<file path="config.mk">
export PLATFORM = sky130hd
export DESIGN_NAME = seq_multiplier_ctrl_dp
export DESIGN_NICKNAME = d
export VERILOG_FILES = /design/src/rtl/seq_multiplier_ctrl_dp.sv
export SDC_FILE = /design/constraint.sdc
export NUM_CORES = 1
export LEC_CHECK = 0
export CAP_MARGIN = 5
export CELL_PAD_IN_SITES_DETAIL_PLACEMENT = 2
export CELL_PAD_IN_SITES_GLOBAL_PLACEMENT = 2
export CORE_MARGIN = 5
export CORE_UTILIZATION = 38
export DETAILED_ROUTE_END_ITERATION = 12
export PLACE_DENSITY = 0.91
export SYNTH_ARGS = -nofsm -noshare
export SYNTH_HDL_FRONTEND = slang
export SYNTH_SLANG_ARGS = --single-unit
export TNS_END_PERCENT = 20
</file>
<file path="constraint.sdc">
create_clock -name clk -period 5.75 [get_ports clk]
set_clock_uncertainty 0.2 [all_clocks]
set_input_delay 0.575 -clock clk [delete_from_list [all_inputs] [get_ports clk]]
set_output_delay 0.575 -clock clk [all_outputs]
set_load 0.005 [all_outputs]
</file>
<file path="src/rtl/seq_multiplier_ctrl_dp.sv">
// Sequential shift-add multiplier, unsigned or two's complement per request.
// Works on magnitudes and applies the sign once at the end; optional early exit.
module seq_multiplier_ctrl_dp #(
  parameter int WIDTH      = 8,
  parameter bit EARLY_TERM = 1'b1
) (
  input  logic               clk,
  input  logic               rst,
  input  logic               start,
  input  logic               signed_mode,
  input  logic               abort,
  input  logic [WIDTH-1:0]   multiplicand,
  input  logic [WIDTH-1:0]   multiplier,
  output logic               in_ready,
  output logic               busy,
  output logic               done,
  output logic [2*WIDTH-1:0] product
);

  localparam int PW = 2 * WIDTH;
  localparam int CW = $clog2(WIDTH);
  localparam logic [CW-1:0] LAST = CW'(WIDTH - 1);

  typedef enum logic [1:0] {IDLE, CALC, FIX, DONE} state_t;

  typedef struct packed {
    logic [PW-1:0]    mcand;
    logic [WIDTH-1:0] mplier;
    logic [PW-1:0]    acc;
    logic [CW-1:0]    iter;
    logic             neg;
  } dp_t;

  state_t           state_q, state_d;
  dp_t              dp_q, dp_d;
  logic             accept, last_iter;
  logic [WIDTH-1:0] mag_a, mag_b;

  // abort wins over a coincident start
  assign accept = start & (state_q == IDLE) & ~abort;

  // |most-negative| is 2^(WIDTH-1), which still fits WIDTH bits unsigned
  assign mag_a = (signed_mode & multiplicand[WIDTH-1]) ? (~multiplicand + WIDTH'(1)) : multiplicand;
  assign mag_b = (signed_mode & multiplier[WIDTH-1])   ? (~multiplier + WIDTH'(1))   : multiplier;

  assign last_iter = (dp_q.iter == LAST) | (EARLY_TERM & ~(|dp_q.mplier[WIDTH-1:1]));

  always_comb begin
    state_d = state_q;
    case (state_q)
      IDLE:    if (accept) state_d = CALC;
      CALC:    if (abort) state_d = IDLE; else if (last_iter) state_d = FIX;
      FIX:     state_d = abort ? IDLE : DONE;
      DONE:    state_d = IDLE;
      default: state_d = IDLE;
    endcase
  end

  always_comb begin
    dp_d = dp_q;
    if (accept) begin
      dp_d.mcand  = PW'(mag_a);
      dp_d.mplier = mag_b;
      dp_d.acc    = '0;
      dp_d.iter   = '0;
      dp_d.neg    = signed_mode & (multiplicand[WIDTH-1] ^ multiplier[WIDTH-1]);
    end else if (state_q == CALC) begin
      if (dp_q.mplier[0]) dp_d.acc = dp_q.acc + dp_q.mcand;
      dp_d.mcand  = dp_q.mcand << 1;
      dp_d.mplier = dp_q.mplier >> 1;
      dp_d.iter   = dp_q.iter + CW'(1);
    end
  end

  always_ff @(posedge clk or negedge rst) begin
    if (!rst) begin
      state_q <= IDLE;
      dp_q    <= '0;
    end else begin
      state_q <= state_d;
      dp_q    <= dp_d;
    end
  end

  always_ff @(posedge clk or negedge rst) begin
    if (!rst)                            product <= '0;
    else if (state_q == FIX && !abort)   product <= dp_q.neg ? (~dp_q.acc + PW'(1)) : dp_q.acc;
  end

  assign in_ready = (state_q == IDLE);
  assign busy     = (state_q == CALC) || (state_q == FIX);
  assign done     = (state_q == DONE);

endmodule

</file>
==> results_dict.tcl <==
set metrics [dict create \
    rr_startpoint "state_q[1]" \
    drt-total-wl_um 11400 \
    synth_cell_types 45 \
    irDropWorstVdd_mv 0.178 \
    post_drt_wl_per_cell_um 18.6 \
    yosysWarnings 0 \
    synth_nets 487 \
    vias 3400 \
    synth.yosys.seq_area_share 0.392 \
    critPathSlowestCell "and2_1" \
    finalPower_mw 2.44 \
    setup_viol 0 \
    num_antenna_cells 0 \
    grt_overflow_total 0 \
    rows 37 \
    synth_ff_type "dfrtp_1" \
    cp-start-kind "register" \
    max_slew_margin 0.334 \
    outcome "finished, final reports clean" \
    period_share 0.522 \
    antenna_found_initial 0 \
    p_leak_nw 2.08 \
    preCtsSetupSlack_ns 2.87 \
    p_per_area_nw_per_um2 528 \
    drive_gt1_frac 0.0544 \
    cp_slowest_stage_delay_ns 0.62 \
    maxCapViolCount 0 \
    setup_tns_ns 0 \
    grt_start_max_net_pins 63 \
    placed_area_sq_um 4460 \
    crit_type "reg -> reg" \
    drt-pass1-iter-count 4 \
    die_h_um 112 \
    die_w_um 112 \
    fin_area_sq_um 4620 \
    setup_slack_ns 2.75 \
    use_met1 0.211 \
    cts_buffer_depth 2 \
    setup.worst_path.start "state_q[1]" \
    worst_ep_required_time_ns 5.81 \
    top_usage_layer "met2" \
    die_area_sq_um 12500 \
    cts_hold_buf 0 \
    drc_errors 0 \
    gp_congestion 0.846 \
    post_cts_buffers 0 \
    dpl.hpwl_um 8820 \
    start_util 0.387 \
    yosys.area.top_type "dfrtp_1" \
    clkSinkCount 62 \
    cts-root-buf "clkbuf_8" \
    area_growth_pct 16.9 \
    cts_inserted_buffers 9 \
    hold_violations 0 \
    synthArstFlopShare 1.00 \
    grtUsageMet2 0.354 \
    grt_pass1_vias 3885 \
    synth.area.top_cells "dfrtp_1 39%, ha_1 7.6%, mux2i_1 6.8%" \
    synth_area_per_cell_sq_um 8.97 \
    path_cells "inv_1 > ha_1 > buf_4 > and2_1 > nand2_1 > or3_1 > mux2i_1 > o21ai_0 > o31ai_1" \
    arrival_ns 3.06 \
    cp_num_buf_inv 2 \
    grt_usage 0.189 \
    clock_latency_ns 0.36 \
    drt_iter0_markers 116 \
    port_buffers 39 \
    path_clk_slew_ns 0.07 \
    grt_pass1_wl_um 19100 \
    synth_top_cells_by_count "64 x nand2_1, 62 x dfrtp_1, 40 x o21ai_0" \
    io_pins 40 \
    cpLargestDelayFamily "simple AND/OR/NAND/NOR gates" \
    via_per_inst 5.54 \
    slew_violations 0 \
    syn_area_sq_um 3960 \
    nNetsFinal 519 \
    max_freq_mhz 333 \
    synth_edf_count 0 \
    cts.repair.resized 0 \
    worstMarginPinSlew_ns 0.999 \
    final_cells 614 \
    rsz0062_at_grt "no" \
    whs_ns 0.165 \
    hp-class "in -> async" \
    ys_ff_latch 62 \
    final.min_clock_period_ns 3.00 \
    core_sq_um 10200 \
    yosysMostFrequentCell "nand2_1" \
    tritoncts "done" \
    crit_fanout 31 \
    dpl.cell_count 598 \
    use_met3 0.0340 \
    final_util 0.452 \
    ant_nets 0 \
    synthCells 441 \
    h-tree-depth 3 \
    synth_top_area_frac 0.392 \
    endpoint_kind "register" \
]
## where the power goes
group / internal (mW) / switching (mW)
clock: 0.166 / 0.177
sequential: 0.618 / 0.196
combinational: 0.567 / 0.719
total: 1.35 / 1.09
## logic make-up (layout without fill, tap and decap cells)
family	Yosys count	count (layout)	share of synthesized area
flip-flops	62	62	0.392
AO/OA/AOI/OAI	114	114	0.179
adder cells (fa/ha/maj)	25	25	0.0810
buffers and inverters	34	71	0.0323
AND/OR/NAND/NOR	143	143	0.167
multiplexers	27	27	0.0683
XOR/XNOR	36	36	0.0797
## routing by layer
layer,share of wire,vias to the layer above
met5,0,-
met4,0.020,0
met3,0.034,21
met2,0.53,66
met1,0.41,1687
li1,-,1626
## cell type report
class | count | area, sq um
timing repair buffer | 42 | 408
clock buffer | 12 | 145
clock inverter | 4 | 22.5
fill | 1142 | 5610
sequential | 62 | 1550
inverter | 13 | 48.8
multi-input combinational | 345 | 2280
tap | 136 | 170
## final timing paths
path,end,slack [ns],cells past startpoint
worst min register to register,product[10],0.28,2
worst max register to register,dp_q[19],2.75,9
max in group asynchronous,dp_q[33],4.62,2
worst min-delay path,product[0],0.16,2
min in group clk,product[10],0.28,2
worst max-delay path,dp_q[19],2.75,9
## worst reg2reg max path, delay by kind of cell (launching register included)
family	cells	cell delay (ns)
AO/OA/AOI/OAI	2	0.25
adder cells (fa/ha/maj)	1	0.16
buffers and inverters	2	0.49
flip-flops	1	0.42
multiplexers	1	0.22
AND/OR/NAND/NOR	3	1.16
## flip-flops by register name, summed over array words and instances (netlist names)
register  cells
dp_q         44
state_q       2
product      16
## placed cells by master, fill, tap and decap left out, types with 4 or more instances in the layout
cell type and count:
dfrtp_1 62, nor3_1 9, ha_1 24, xor2_1 25
o21ai_1 7, inv_1 13, nand3_1 12, clkdlybuf4s50_1 38
nor2_1 27, o211ai_1 5, o21ai_0 40, nand2_1 64
xnor2_1 11, or3_1 5, a31oi_1 5, mux2i_1 27
a21oi_1 25, clkbuf_8 10, nand2b_1 4, a21o_1 8
a211oi_1 8
No activity file was read; power rests on OpenSTA's default activity.
